$ cat src/rtl/spi_slave_pkg.sv
// Shared types and constants for the SPI mode-0 slave responder.
// Defining SPI_SLAVE_LSB_FIRST_EN switches both shift directions to LSB first.
`timescale 1ns/1ps
package spi_slave_pkg;

  typedef enum logic [0:0] {
    IDLE  = 1'b0,
    SHIFT = 1'b1
  } state_e;

  localparam int FRAME_BITS = 8;
  localparam logic [FRAME_BITS-1:0] TX_FILL = 8'hFF;

endpackage

$ cat src/rtl/spi_slave_rx_fifo.sv
// Receive FIFO: power-of-two depth, wrap-bit pointers, and push/pop in the same
// cycle are both honoured (a full FIFO accepts a push when it is also popped).
`timescale 1ns/1ps
module spi_slave_rx_fifo
  import spi_slave_pkg::*;
#(
  parameter int RX_DEPTH = 4
) (
  input  logic                  clock,
  input  logic                  reset,
  input  logic                  push,
  input  logic [FRAME_BITS-1:0] push_data,
  input  logic                  pop,
  output logic [FRAME_BITS-1:0] pop_data,
  output logic                  full,
  output logic                  empty,
  output logic                  overflow
);

  localparam int AW = $clog2(RX_DEPTH);

  logic [AW:0]           wr_ptr_q, wr_ptr_d;
  logic [AW:0]           rd_ptr_q, rd_ptr_d;
  logic [FRAME_BITS-1:0] mem_q [RX_DEPTH];
  logic [FRAME_BITS-1:0] mem_d [RX_DEPTH];
  logic                  do_push;
  logic                  do_pop;

  assign empty    = (wr_ptr_q == rd_ptr_q);
  assign full     = (wr_ptr_q[AW] != rd_ptr_q[AW]) &&
                    (wr_ptr_q[AW-1:0] == rd_ptr_q[AW-1:0]);
  assign do_pop   = pop && !empty;
  assign do_push  = push && (!full || do_pop);
  assign overflow = push && !do_push;
  assign pop_data = empty ? '0 : mem_q[rd_ptr_q[AW-1:0]];

  always_comb begin
    wr_ptr_d = wr_ptr_q;
    rd_ptr_d = rd_ptr_q;
    mem_d    = mem_q;
    if (do_push) begin
      mem_d[wr_ptr_q[AW-1:0]] = push_data;
      wr_ptr_d = wr_ptr_q + 1'b1;
    end
    if (do_pop) begin
      rd_ptr_d = rd_ptr_q + 1'b1;
    end
  end

  always_ff @(posedge clock) begin
    if (reset) begin
      wr_ptr_q <= '0;
      rd_ptr_q <= '0;
      mem_q    <= '{default: '0};
    end else begin
      wr_ptr_q <= wr_ptr_d;
      rd_ptr_q <= rd_ptr_d;
      mem_q    <= mem_d;
    end
  end

endmodule

$ cat src/rtl/spi_slave_resp.sv
// SPI mode-0 slave with an RX FIFO and a one-byte TX holding register.
// Optional macro SPI_SLAVE_LSB_FIRST_EN selects LSB-first shifting in both directions.
`timescale 1ns/1ps
module spi_slave_resp
  import spi_slave_pkg::*;
#(
  parameter int SYNC_STAGES = 2,
  parameter int RX_DEPTH    = 4
) (
  input  logic                  clock,
  input  logic                  reset,
  input  logic                  sclk,
  input  logic                  cs_n,
  input  logic                  mosi,
  output logic                  miso,
  output logic                  miso_oe,
  output logic [FRAME_BITS-1:0] rx_data,
  output logic                  rx_valid,
  input  logic                  rx_ready,
  input  logic [FRAME_BITS-1:0] tx_data,
  input  logic                  tx_valid,
  output logic                  tx_ready,
  output logic                  rx_overflow,
  output logic                  tx_underrun,
  output logic                  busy
);

  localparam int CNT_W = $clog2(FRAME_BITS);
  localparam logic [CNT_W-1:0] LAST_BIT = CNT_W'(FRAME_BITS - 1);

`ifdef SPI_SLAVE_LSB_FIRST_EN
  localparam int OUT_BIT = 0;
  function automatic logic [FRAME_BITS-1:0] rx_shift_in(input logic [FRAME_BITS-1:0] v,
                                                       input logic b);
    return {b, v[FRAME_BITS-1:1]};
  endfunction
  function automatic logic [FRAME_BITS-1:0] tx_shift_out(input logic [FRAME_BITS-1:0] v);
    return {1'b0, v[FRAME_BITS-1:1]};
  endfunction
`else
  localparam int OUT_BIT = FRAME_BITS - 1;
  function automatic logic [FRAME_BITS-1:0] rx_shift_in(input logic [FRAME_BITS-1:0] v,
                                                       input logic b);
    return {v[FRAME_BITS-2:0], b};
  endfunction
  function automatic logic [FRAME_BITS-1:0] tx_shift_out(input logic [FRAME_BITS-1:0] v);
    return {v[FRAME_BITS-2:0], 1'b0};
  endfunction
`endif

  logic [SYNC_STAGES-1:0] sclk_sync_q, sclk_sync_d;
  logic [SYNC_STAGES-1:0] cs_sync_q, cs_sync_d;
  logic [SYNC_STAGES-1:0] mosi_sync_q, mosi_sync_d;
  logic                   sclk_prev_q, cs_prev_q, armed_q, armed_d;
  logic                   sclk_s, cs_s, mosi_s;
  logic                   sclk_rise, sclk_fall, cs_fall, cs_rise;

  state_e                 state_q, state_d;
  logic [CNT_W-1:0]       bit_cnt_q, bit_cnt_d;
  logic [FRAME_BITS-1:0]  tx_shift_q, tx_shift_d;
  logic [FRAME_BITS-1:0]  rx_shift_q, rx_shift_d;
  logic [FRAME_BITS-1:0]  hold_q, hold_d;
  logic                   hold_valid_q, hold_valid_d;
  logic                   tx_underrun_q, tx_underrun_d;
  logic                   rx_overflow_q;
  logic                   load, push, fifo_full, fifo_empty, fifo_overflow;

  assign sclk_s = sclk_sync_q[SYNC_STAGES-1];
  assign cs_s   = cs_sync_q[SYNC_STAGES-1];
  assign mosi_s = mosi_sync_q[SYNC_STAGES-1];

  // A fall only counts once cs_n has been seen high since reset, so a frame
  // interrupted by reset is never resumed mid-way.
  assign sclk_rise = !sclk_prev_q && sclk_s;
  assign sclk_fall = sclk_prev_q && !sclk_s;
  assign cs_fall   = armed_q && cs_prev_q && !cs_s;
  assign cs_rise   = !cs_prev_q && cs_s;

  always_comb begin
    sclk_sync_d = {sclk_sync_q[SYNC_STAGES-2:0], sclk};
    cs_sync_d   = {cs_sync_q[SYNC_STAGES-2:0], cs_n};
    mosi_sync_d = {mosi_sync_q[SYNC_STAGES-2:0], mosi};
    armed_d     = armed_q | cs_s;
  end

  always_comb begin
    state_d       = state_q;
    bit_cnt_d     = bit_cnt_q;
    tx_shift_d    = tx_shift_q;
    rx_shift_d    = rx_shift_q;
    hold_d        = hold_q;
    hold_valid_d  = hold_valid_q;
    tx_underrun_d = 1'b0;
    load          = 1'b0;
    push          = 1'b0;

    case (state_q)
      IDLE: begin
        if (cs_fall) begin
          state_d   = SHIFT;
          bit_cnt_d = '0;
          load      = 1'b1;
        end
      end
      SHIFT: begin
        if (cs_rise) begin
          state_d    = IDLE;
          bit_cnt_d  = '0;
          rx_shift_d = '0;
        end else if (sclk_rise) begin
          rx_shift_d = rx_shift_in(rx_shift_q, mosi_s);
          bit_cnt_d  = bit_cnt_q + 1'b1;
          push       = (bit_cnt_q == LAST_BIT);
        end else if (sclk_fall) begin
          if (bit_cnt_q == '0) begin
            load = 1'b1;
          end else begin
            tx_shift_d = tx_shift_out(tx_shift_q);
          end
        end
      end
      default: state_d = IDLE;
    endcase

    // An empty holding register at load time sends the fill byte instead.
    if (load) begin
      hold_valid_d = 1'b0;
      if (hold_valid_q) begin
        tx_shift_d = hold_q;
      end else begin
        tx_shift_d    = TX_FILL;
        tx_underrun_d = 1'b1;
      end
    end

    if (tx_valid && !hold_valid_q) begin
      hold_d       = tx_data;
      hold_valid_d = 1'b1;
    end
  end

  always_ff @(posedge clock) begin
    if (reset) begin
      sclk_sync_q   <= '0;
      cs_sync_q     <= '1;
      mosi_sync_q   <= '0;
      sclk_prev_q   <= 1'b0;
      cs_prev_q     <= 1'b1;
      armed_q       <= 1'b0;
      state_q       <= IDLE;
      bit_cnt_q     <= '0;
      tx_shift_q    <= '0;
      rx_shift_q    <= '0;
      hold_q        <= '0;
      hold_valid_q  <= 1'b0;
      tx_underrun_q <= 1'b0;
      rx_overflow_q <= 1'b0;
    end else begin
      sclk_sync_q   <= sclk_sync_d;
      cs_sync_q     <= cs_sync_d;
      mosi_sync_q   <= mosi_sync_d;
      sclk_prev_q   <= sclk_s;
      cs_prev_q     <= cs_s;
      armed_q       <= armed_d;
      state_q       <= state_d;
      bit_cnt_q     <= bit_cnt_d;
      tx_shift_q    <= tx_shift_d;
      rx_shift_q    <= rx_shift_d;
      hold_q        <= hold_d;
      hold_valid_q  <= hold_valid_d;
      tx_underrun_q <= tx_underrun_d;
      rx_overflow_q <= fifo_overflow;
    end
  end

  spi_slave_rx_fifo #(
    .RX_DEPTH (RX_DEPTH)
  ) u_rx_fifo (
    .clock     (clock),
    .reset     (reset),
    .push      (push),
    .push_data (rx_shift_d),
    .pop       (rx_ready),
    .pop_data  (rx_data),
    .full      (fifo_full),
    .empty     (fifo_empty),
    .overflow  (fifo_overflow)
  );

  assign miso_oe     = !cs_s;
  assign busy        = !cs_s;
  assign miso        = (miso_oe && state_q == SHIFT) ? tx_shift_q[OUT_BIT] : 1'b0;
  assign rx_valid    = !fifo_empty;
  assign tx_ready    = !hold_valid_q;
  assign rx_overflow = rx_overflow_q;
  assign tx_underrun = tx_underrun_q;

endmodule

$ cat config.mk
export PLATFORM = sky130hd
export DESIGN_NAME = spi_slave_resp
export DESIGN_NICKNAME = d
export VERILOG_FILES = /design/src/rtl/spi_slave_pkg.sv /design/src/rtl/spi_slave_rx_fifo.sv /design/src/rtl/spi_slave_resp.sv
export SDC_FILE = /design/constraint.sdc
export NUM_CORES = 1
export LEC_CHECK = 0
export ABC_CLOCK_PERIOD_IN_PS = 3800
export BUFFER_PORTS_ARGS = -buffer_cell sky130_fd_sc_hd__buf_2
export CAP_MARGIN = 25
export CORE_UTILIZATION = 50
export DETAILED_ROUTE_END_ITERATION = 10
export GPL_TIMING_DRIVEN = 0
export PLACE_DENSITY = 0.69
export SYNTH_ARGS = -nofsm -noshare
export SYNTH_HDL_FRONTEND = slang
export SYNTH_SLANG_ARGS = --single-unit
$ cat constraint.sdc
create_clock -name clock -period 3.8 [get_ports clock]
set_clock_uncertainty 0.15 [all_clocks]
set_input_delay 0.19 -clock clock [delete_from_list [all_inputs] [get_ports clock]]
set_output_delay 0.19 -clock clock [all_outputs]
set_load 0.1 [all_outputs]
==> results of run 1 <==
worst min path at each step:
stage                       endpoint  slack [ps]  depth (start not counted)
2_1_floorplan           cs_sync_q[0]         140                          1
3_3_place_gp            cs_sync_q[0]         230                          2
3_5_place_dp            cs_sync_q[0]         240                          2
4_1_cts        u_rx_fifo.rd_ptr_q[2]          70                          4
5_1_grt        u_rx_fifo.rd_ptr_q[2]          70                          4
6_report       u_rx_fifo.rd_ptr_q[2]          80                          4
sequential cells by signal, indices dropped and copies added (netlist names), 2 cells and up:
signal	count
rx_shift_q	8
cs_sync_q	2
mosi_sync_q	2
u_rx_fifo.rd_ptr_q	3
u_rx_fifo.wr_ptr_q	3
tx_shift_q	8
bit_cnt_q	3
u_rx_fifo.mem_q	32
hold_q	8
sclk_sync_q	2
power breakdown:
group | internal, mW | switching (mW) | total (mW)
clock network | 0.340 | 0.313 | 0.653
registers | 0.830 | 0.00800 | 0.838
logic | 0.0323 | 0.0566 | 0.0888
critical path: stages (launching register included):
cell	delay [ps]
dfxtp_1	360
buf_6	180
xor2_1	330
nor3_1	110
clkbuf_1	300
nor2b_1	240
buf_2	450
layout make-up:
cell class                 count  area, sq um  share of cell area [%]
multi-input combinational    244         1930                    45.8
sequential                    78         1560                    37.2
timing repair buffer          39          250                    5.95
clock buffer                  11          151                    3.60
tap                           96          120                    2.86
buffer                        19          108                    2.56
clock inverter                 5         56.3                    1.34
inverter                       8         30.0                   0.714
metal layers:
layer / share of wire (%) / vias up / wire length [microns]
li1: - / 1299 / -
met1: 49 / 1257 / 3580
met2: 47 / 36 / 3440
met3: 2.5 / 9 / 182
met4: 1.3 / 0 / 96
met5: 0 / - / 0
layout by cell type, fill, tap and decap left out, drive strengths merged:
cell         synthesis  final
bufinv               0      1
nand4b               1      1
inv                  8      9
o21bai               7      7
clkinv               0      2
mux4                 8      8
and3                 1      1
xor2                 4      4
nand4                4      4
nand4bb              2      2
mux2                41     41
o21ai                2      2
a21o                 1      1
and2                 1      1
nand2               41     41
and2b                1      1
nor2                11     11
dfxtp               78     78
nor3b                5      5
buf                  7     35
ha                   8      8
nor3                 2      2
o31ai                1      1
o31a                 1      1
nand3               12     12
a21oi               29     29
a2bb2oi              1      1
nor2b               48     48
dlygate4sd3          0     11
nand2b               4      4
nand3b               1      1
nor4b                1      1
clkbuf              12     23
clkinvlp             0      1
or2                  3      3
or3                  1      1
mux2i                2      2
logic make-up after synthesis:
family,after synthesis,synth area share (%)
xor gates and xnor gates,4,1.48
adders and majority gates,8,2.76
and+or+nand+nor,139,22.2
DFF,78,43.1
buffers and inverters,27,3.80
muxes,51,20.0
AOI/OAI and AO/OA,42,6.63
per-stage QoR:
stage | power (mW) | util (%) | setup slack [ps] | cells | area, sq um
floorplan | 0.913 | - | 1030 | 349 | 3620
global placement | 0.935 | 56.3 | 1500 | 473 | 3880
detailed placement | 0.937 | 56.3 | 1480 | 473 | 3880
CTS | 1.59 | 60.9 | 1090 | 500 | 4200
global route | 1.64 | 60.9 | 900 | 500 | 4200
finish | 1.58 | 60.9 | 1140 | 500 | 4200
==> metrics.txt, run 1 <==
Clock Path Buffers=2; MaxCap Viol Count=0; Syn Area/Cell=10.4 sq um; crit path DAT=2320 ps; M3 GR Usage=5.12%; largest net degree at the start of global routing=14; Worst-path clk slew=80 ps; final setup vio count=0; largest area contributor in the netlist=dfxtp_1; crit path kind=reg2out; met2 usage=34.3%; Top Usage Layer GRT=met2; Iter 0 DRT Violations=79; Die H=87.1 microns; PD cells=376 mW/mm^2; Hold Crit Class=in2reg; Reg2Reg Launch Point=sclk_sync_q[1]; Mapped Nets=372; setup tns final=0 ps; RSZ-0062 raised after global routing=false; Worst-Skew Late Latency=350 ps; reg2reg setup slack=1530 ps; Clock Sinks=78; Final #Nets=422; filler cell count=621; Post-Syn Instances=349; # IOs=30; M1 GR Usage=28.0%; worst hold slack=80.1 ps; vias=2601; EDFF count, synth=0; startpoint types=flip-flop; DR pass1 iterations=4; PostCTS Resize Cnt=0; Final min period=2660 ps; hold_sp=rx_ready; CP startpoint=u_rx_fifo.rd_ptr_q[0]; Netlist cell types=42; status=complete, no violations; HPWL after DPL=4.94 mm; area delta synth->final=15.9%; Post-synth ARST share=0%; Residual DRC=0; Port-buffer cells=28; CTS root buffer=clkbuf_8; Main synth FF type=dfxtp_1; first-pass GRT wire length=12.2 mm; post-synthesis sequential area ratio=43.1%; largest cells by area after synthesis=dfxtp_1 (43%), mux2_2 (9.9%), nor2b_1 (8.3%), mux4_1 (5.8%), nand2_1 (4.2%); FF+latch count, synth=78; cts hold-fix bufs=11; die area=0.00759 sq mm; crit path to=rx_data[5]; Core Region=0.00691 sq mm; CP Capture Type=primary output; fin crit share=70.1%; Synth Warn #=0; worst-margin pin slew=586 ps; total routing usage reported by global routing=21.5%; Slew Viols, Final=0; top cells by count, synth=dfxtp_1 (78), nor2b_1 (48), nand2_1 (41), mux2_2 (32), a21oi_1 (29); DR WL/cell=14.6 microns; FP Rows=30; post-CTS setup buffer count=0; VDD IR max=0.173 mV; Crit Path Max Fanout=10; worst reg2reg endpoint=u_rx_fifo.mem_q[11]; H-tree Lvls=3; critical path required time=3460 ps; TritonCTS clock tree=yes; achievable frequency=375 MHz; gr ovfl total=0; cts bufs inserted=9; final hold violation count=0; Worst Reg-to-Reg Cells=4; n_diodes=0; slew margin rel.=60.8%; DR vias/cell=5.20; share of layout cells above drive strength 1=25.7%; leakage=1.69 nW; WL final=7.30 mm; number of global-route vias before repair=2494; Synth top area share=43.1%; Antenna Nets Post-Route=0; die width=87.1 microns; Post-Syn Area=0.00362 sq mm; Initial Utilization=52.5%; most common cell in the netlist=dfxtp_1; antenna violations before repair=0; GPL Wtd Cong=0.766
(Power assumes the default switching activity.)
==> inputs of run 2 (changes only) <==
--- a/config.mk
+++ b/config.mk
@@ -5,13 +5,14 @@
 export SDC_FILE = /design/constraint.sdc
 export NUM_CORES = 1
 export LEC_CHECK = 0
-export ABC_CLOCK_PERIOD_IN_PS = 3800
+export ABC_AREA = 1
+export ABC_CLOCK_PERIOD_IN_PS = 2800
 export BUFFER_PORTS_ARGS = -buffer_cell sky130_fd_sc_hd__buf_2
 export CAP_MARGIN = 25
 export CORE_UTILIZATION = 50
 export DETAILED_ROUTE_END_ITERATION = 10
 export GPL_TIMING_DRIVEN = 0
-export PLACE_DENSITY = 0.69
+export PLACE_DENSITY = 0.68
 export SYNTH_ARGS = -nofsm -noshare
 export SYNTH_HDL_FRONTEND = slang
 export SYNTH_SLANG_ARGS = --single-unit
==> constraint.sdc (replaced) <==
create_clock -name clock -period 2.8 [get_ports clock]
set_clock_uncertainty 0.15 [all_clocks]
set_input_delay 0.14 -clock clock [delete_from_list [all_inputs] [get_ports clock]]
set_output_delay 0.14 -clock clock [all_outputs]
set_load 0.1 [all_outputs]
==> metrics.txt, run 2 <==
most common cell in the netlist=nand2_1; Post-Syn Area=0.00370 sq mm (+2.1%); Final #Nets=624 (+48%); TritonCTS clock tree=yes; Hold Crit Class=in2reg; DP Cell Count=674 (+42%); WL final=7.74 mm (+6.1%); FP Rows=30 (unchanged); n_diodes=0 (unchanged); Netlist cell types=28 (-33%); CP Capture Type=primary output; Mapped Nets=573 (+54%); PD cells=502 mW/mm^2 (+34%); post-synthesis sequential area ratio=42.2% (-0.87 points); largest area contributor in the netlist=dfxtp_1; final setup vio count=0 (unchanged); worst hold slack=17.6 ps (-62.5 ps); Antenna Nets Post-Route=0 (unchanged); Syn Area/Cell=6.73 sq um (-35%); most common cell after layout, fill and taps aside=nand2_1; die width=88.0 microns (+1.0%); top cells by count, synth=nand2_1 (131), nor2_1 (114), inv_1 (80), dfxtp_1 (78), o21ai_0 (30); VDD IR max=0.332 mV (+92%); DR WL/cell=11.0 microns (-24%); FF+latch area=0.00156 sq mm (unchanged); crit path DAT=2060 ps (-260 ps); worst-margin pin slew=571 ps (-15.4 ps); Slew Viols, Final=0 (unchanged); final hold violation count=0 (unchanged); Core Region=0.00698 sq mm (+1.1%); vias=3302 (+27%); Initial Utilization=53.0% (+0.51 points); EDFF count, synth=0 (unchanged); H-tree Lvls=3 (unchanged); die area=0.00775 sq mm (+2.0%); startpoint types=flip-flop; fin crit share=83.8%; critical path's top delay family=buffers and inverters; total routing usage reported by global routing=22.7% (+1.3 points); setup tns final=0 ps (unchanged); Synth Warn #=0 (unchanged); Top reg by flops=u_rx_fifo.mem_q; post-route total power=2.15 mW (+36%); Core Util, Final=61.4% (+0.56 points); CTS root buffer=clkbuf_8; largest net degree at the start of global routing=13 (-1); DR vias/cell=4.71 (-9.4%); Port-buffer cells=28 (unchanged); Clock Path Buffers=2 (unchanged); slew margin rel.=61.9% (+1.2 points); critical path required time=2510 ps (-950 ps); Iter 0 DRT Violations=193 (+140%); largest cells by area after synthesis=dfxtp_1 (42%), nand2_1 (13%), nor2_1 (12%), inv_1 (8.1%), o21ai_0 (4.1%); achievable frequency=426 MHz; WP buf/inv=5 (+2); Worst path slowest cell=buf_2; share of layout cells above drive strength 1=12.9% (-13 points); cell mode on critical path=nand2_1; gr ovfl total=0 (unchanged); cts bufs inserted=9 (unchanged); RSZ-0062 raised after global routing=false; Synth top area share=42.2% (-0.87 points); CP max stage delay=410 ps (-40 ps); Largest register FFs=32 (unchanged); # IOs=30 (unchanged); Clock Sinks=78 (unchanged); Final min period=2350 ps; MaxCap Viol Count=0 (unchanged); leakage=2.21 nW (+31%); crit path kind=reg2out; filler cell count=687 (+11%); Crit Path Max Fanout=10 (unchanged); first-pass GRT wire length=13.5 mm (+11%); Residual DRC=0 (unchanged); most frequent cells in the layout=nand2_1 (131), nor2_1 (114), inv_1 (80); Worst-path clk slew=80 ps (about the same); Layout Cells excl Fill=701 (+40%); number of global-route vias before repair=3020 (+21%); Multi-input gate area=0.00169 sq mm (-12%); worst-path cell chain=buf_4 > inv_4 > clkbuf_1 > o21ai_0 > nand2_1 > nand2_1 > inv_1 > buf_2; status=complete, no violations; antenna violations before repair=0 (unchanged); DR pass1 iterations=4 (unchanged); Main synth FF type=dfxtp_1; post-CTS setup buffer count=0 (unchanged); Post-synth ARST share=0% (unchanged); Worst-Skew Late Latency=350 ps (about the same); FF+latch count, synth=78 (unchanged); Die H=88.0 microns (+1.0%); HPWL after DPL=5.65 mm (+14%); GPL Wtd Cong=0.830 (+8.4%); area delta synth->final=15.9% (about the same); Post-Syn Instances=550 (+58%)
[run 2: cell types whose count changed after synthesis, sizes merged, moves of 13 or more]
cell   change
nand2     +94
nand3     +13
inv       +77
o21ai     +37
nor2     +106
nor2b     -48
mux2      -41
[run 2: cell families (layout without fill, tap and decap cells)]
family / Yosys count / in the layout / synth area share, %
AO/OA/AOI/OAI: 67 / 67 / 9.16
flip-flops: 78 / 78 / 42.2
adder cells (fa/ha/maj): 8 / 8 / 2.71
XOR/XNOR: 2 / 2 / 0.474
AND/OR/NAND/NOR: 288 / 288 / 33.2
buffers and inverters: 107 / 162 / 12.2
[run 2: layout make-up]
class / count / area share [%]
Multi-Input combinational cell: 365 / 39.3
Sequential cell: 78 / 36.4
Inverter: 86 / 7.59
Timing Repair Buffer: 40 / 6.07
Clock buffer: 12 / 3.85
Buffer: 21 / 2.95
Tap cell: 96 / 2.80
Clock inverter: 3 / 0.992
[run 2: worst paths after layout]
check             depth (start not counted)  slack, ps             endpoint                   from
setup reg to reg                          8       1020  u_rx_fifo.mem_q[18]         sclk_sync_q[1]
setup / recovery                          8        450           rx_data[4]  u_rx_fifo.rd_ptr_q[0]
hold / removal                            2         20         bit_cnt_q[1]                  reset
hold reg to reg                           2        260       mosi_sync_q[1]         mosi_sync_q[0]
[run 2: per-stage QoR]
stage	setup slack [ps]	cell area, sq um
after floorplan	555	3700
after global placement	811	3960
after detailed placement	830	3960
after CTS	422	4290
after global routing	186	4290
final	453	4290
[run 2: layer usage]
metal	GRT usage, %	vias to the layer above	wire length, microns
met2	35.9	47	3490
met3	5.84	11	299
met4	7.18	0	93
li1	-	1763	-
met5	0	-	0
met1	30.4	1481	3860
[run 2: worst reg2reg max path: cells and delay by family (launching register included)]
| family | cells | cell delay, ps |
|---|---|---|
| AO/OA/AOI/OAI | 1 | 290 |
| flip-flops | 1 | 360 |
| buffers and inverters | 2 | 360 |
| AND/OR/NAND/NOR | 5 | 560 |
[run 2: power by group]
part | internal [mW] | total, mW | switching, mW | leakage (nW)
Clock | 0.479 | 0.880 | 0.401 | 0.104
Sequential | 1.13 | 1.14 | 0.0119 | 0.633
Combinational | 0.0477 | 0.130 | 0.0824 | 1.47
[run 2: timing repair]
| item | CTS | global route |
|---|---|---|
| hold endpoints to repair | 12 | 0 |
| hold buffers | 12 | 0 |
| gates resized for setup | 0 | 0 |
| endpoints found under the setup margin | 0 | 0 |
==> inputs of run 3 (changes only) <==
--- a/config.mk
+++ b/config.mk
@@ -6,13 +6,13 @@
 export NUM_CORES = 1
 export LEC_CHECK = 0
 export ABC_AREA = 1
-export ABC_CLOCK_PERIOD_IN_PS = 2800
+export ABC_CLOCK_PERIOD_IN_PS = 2000
 export BUFFER_PORTS_ARGS = -buffer_cell sky130_fd_sc_hd__buf_2
 export CAP_MARGIN = 25
 export CORE_UTILIZATION = 50
 export DETAILED_ROUTE_END_ITERATION = 10
 export GPL_TIMING_DRIVEN = 0
-export PLACE_DENSITY = 0.68
+export PLACE_DENSITY = 0.71
 export SYNTH_ARGS = -nofsm -noshare
 export SYNTH_HDL_FRONTEND = slang
 export SYNTH_SLANG_ARGS = --single-unit
==> constraint.sdc (replaced) <==
create_clock -name clock -period 2 [get_ports clock]
set_clock_uncertainty 0.15 [all_clocks]
set_input_delay 0.1 -clock clock [delete_from_list [all_inputs] [get_ports clock]]
set_output_delay 0.1 -clock clock [all_outputs]
set_load 0.1 [all_outputs]
==> metrics.txt, run 3 (synthesis results as in run 2) <==
VDD IR max=0.476 mV (+43%); achievable frequency=512 MHz; Largest register FFs=32 (unchanged); Worst path slowest cell=dfxtp_2; Crit Path Max Fanout=9 (-1); Slew Viols, Final=0 (unchanged); Core Util, Final=65.1% (+3.7 points); Die H=88.0 microns (unchanged); CTS root buffer=clkbuf_8; PD cells=656 mW/mm^2 (+31%); Clk pwr share=40.1% (-0.8 points); first-pass GRT wire length=13.8 mm (+2.0%); filler cell count=641 (-6.7%); antenna violations before repair=0 (unchanged); critical path required time=1750 ps (-760 ps); Top reg by flops=u_rx_fifo.mem_q; WP buf/inv=5 (unchanged); Initial Utilization=53.0% (unchanged); Layout Cells excl Fill=711 (+1.4%); final hold violation count=0 (unchanged); Residual DRC=0 (unchanged); HPWL after DPL=5.69 mm (+0.84%); fin crit share=97.7%; TritonCTS clock tree=yes; cell mode on critical path=buf_6; slew margin rel.=62.9% (+0.91 points); crit path kind=reg2out; most common cell after layout, fill and taps aside=nand2_1; Clock Sinks=78 (unchanged); Logic pwr share=6.2% (+0.2 points); P_sw=687 uW (+39%); gr ovfl total=0 (unchanged); status=complete, no violations; DR WL/cell=11.6 microns (+5.3%); critical path's top delay family=buffers and inverters; RSZ-0062 raised after global routing=true; Hold Crit Class=in2reg; Final min period=1950 ps; Worst-Skew Late Latency=340 ps (about the same); Int Pwr=2.30 mW (+38%); Final #Nets=633 (+1.4%); CP Capture Type=primary output; sw frac=23.0% (about the same); total routing usage reported by global routing=23.0% (+0.29 points); DP Cell Count=674 (unchanged); Core Region=0.00698 sq mm (unchanged); Clock Path Buffers=2 (unchanged); number of global-route vias before repair=3075 (+1.8%); die width=88.0 microns (unchanged); share of layout cells above drive strength 1=17.7% (+4.8 points); worst-margin pin slew=557 ps (-13.7 ps); MaxCap Viol Count=0 (unchanged); Iter 0 DRT Violations=163 (-16%); GPL Wtd Cong=0.801 (-3.5%); worst hold slack=71.8 ps (+54.2 ps); crit path DAT=1700 ps (-360 ps); # IOs=30 (unchanged); DR vias/cell=4.77 (+1.3%); startpoint types=flip-flop; most frequent cells in the layout=nand2_1 (122), nor2_1 (114), dfxtp_1 (74); FP Rows=30 (unchanged); die area=0.00775 sq mm (unchanged); worst-path cell chain=buf_6 > inv_4 > nand2_1 > nand2_2 > nor2_4 > nand2_4 > buf_6 > nand2_1 > clkinvlp_4 > buf_6; DR pass1 iterations=5 (+1); final setup vio count=0 (unchanged); share of power burned in registers=53.7% (+0.6 points); H-tree Lvls=3 (unchanged); Port-buffer cells=28 (unchanged); cts bufs inserted=9 (unchanged); CP max stage delay=340 ps (-70 ps); largest net degree at the start of global routing=13 (unchanged); leakage=2.20 nW (-0.53%); n_diodes=0 (unchanged); Antenna Nets Post-Route=0 (unchanged); WL final=8.27 mm (+6.8%); area delta synth->final=22.9%; vias=3393 (+2.8%); Worst-path clk slew=80 ps (about the same)
## run 3: cell count changes in the layout (fill, tap and decap cells not counted), moves of 6 or more
cell	previous run	this run
buf_2	30	21
buf_4	4	10
buf_6	4	11
clkinvlp_4	1	10
inv_1	80	71
nand2_1	131	122
nand2_2	3	11
## run 3: cell type report
type | instances | area (sq um) | share of cell area, %
inverter | 86 | 359 | 7.90
multi-input combinational | 365 | 1720 | 37.8
timing repair buffer | 49 | 429 | 9.44
clock buffer | 13 | 159 | 3.49
sequential | 78 | 1570 | 34.5
clock inverter | 3 | 42.5 | 0.936
tap | 96 | 120 | 2.64
buffer | 21 | 149 | 3.27
## run 3: final timing paths
path,endpoint,start,depth (start not counted),slack (ps)
worst max register to register,u_rx_fifo.rd_ptr_q[1],u_rx_fifo.rd_ptr_q[0],14,90
worst min register to register,mosi_sync_q[1],mosi_sync_q[0],2,260
worst min-delay path,hold_q[5],tx_valid,5,70
worst max-delay path,rx_data[2],u_rx_fifo.rd_ptr_q[0],10,50
## run 3: per-stage QoR
stage | setup TNS (ps) | cell area (sq um) | total power, mW | setup WS [ps]
CTS | -18.1 | 4510 | 3.01 | -7.54
floorplan | 0 | 3740 | 1.76 | 23.3
global placement | -16.5 | 4000 | 1.80 | -16.5
global route | -74.8 | 4550 | 3.12 | -30.1
detailed placement | -15.5 | 4000 | 1.80 | -15.5
finish | 0 | 4550 | 2.98 | 46.7
## run 3: what timing repair did
item | 4_1_cts | 5_1_grt
resized for setup | 42 | 17
endpoints found under the hold margin | 13 | 0
endpoints found under the setup margin | 9 | 11
pin swaps | 2 | 2
gates cloned | 1 | 0
hold buffers | 13 | 0
buffers inserted | 5 | 2
## run 3: power groups by stage
stage	sequential, mW	clock (mW)	combinational, mW
final	1.60	1.20	0.184
after global routing	1.60	1.31	0.207
after CTS	1.60	1.23	0.185
after detailed placement	1.64	0	0.165
after global placement	1.64	0	0.162
after floorplan	1.64	0	0.121
## run 3: per-layer routing
layer / up-vias / routed length (microns) / global-route usage [%]
met3: 8 / 363 / 4.62
met4: 0 / 99 / 6.60
met5: - / 0 / 0
met2: 65 / 4010 / 39.2
li1: 1785 / - / -
met1: 1535 / 3790 / 29.6
## run 3: worst min-delay path: stages
cell	delay, ps
buf_2	90
nand2_1	70
inv_1	110
nor2_1	100
nor2_1	50
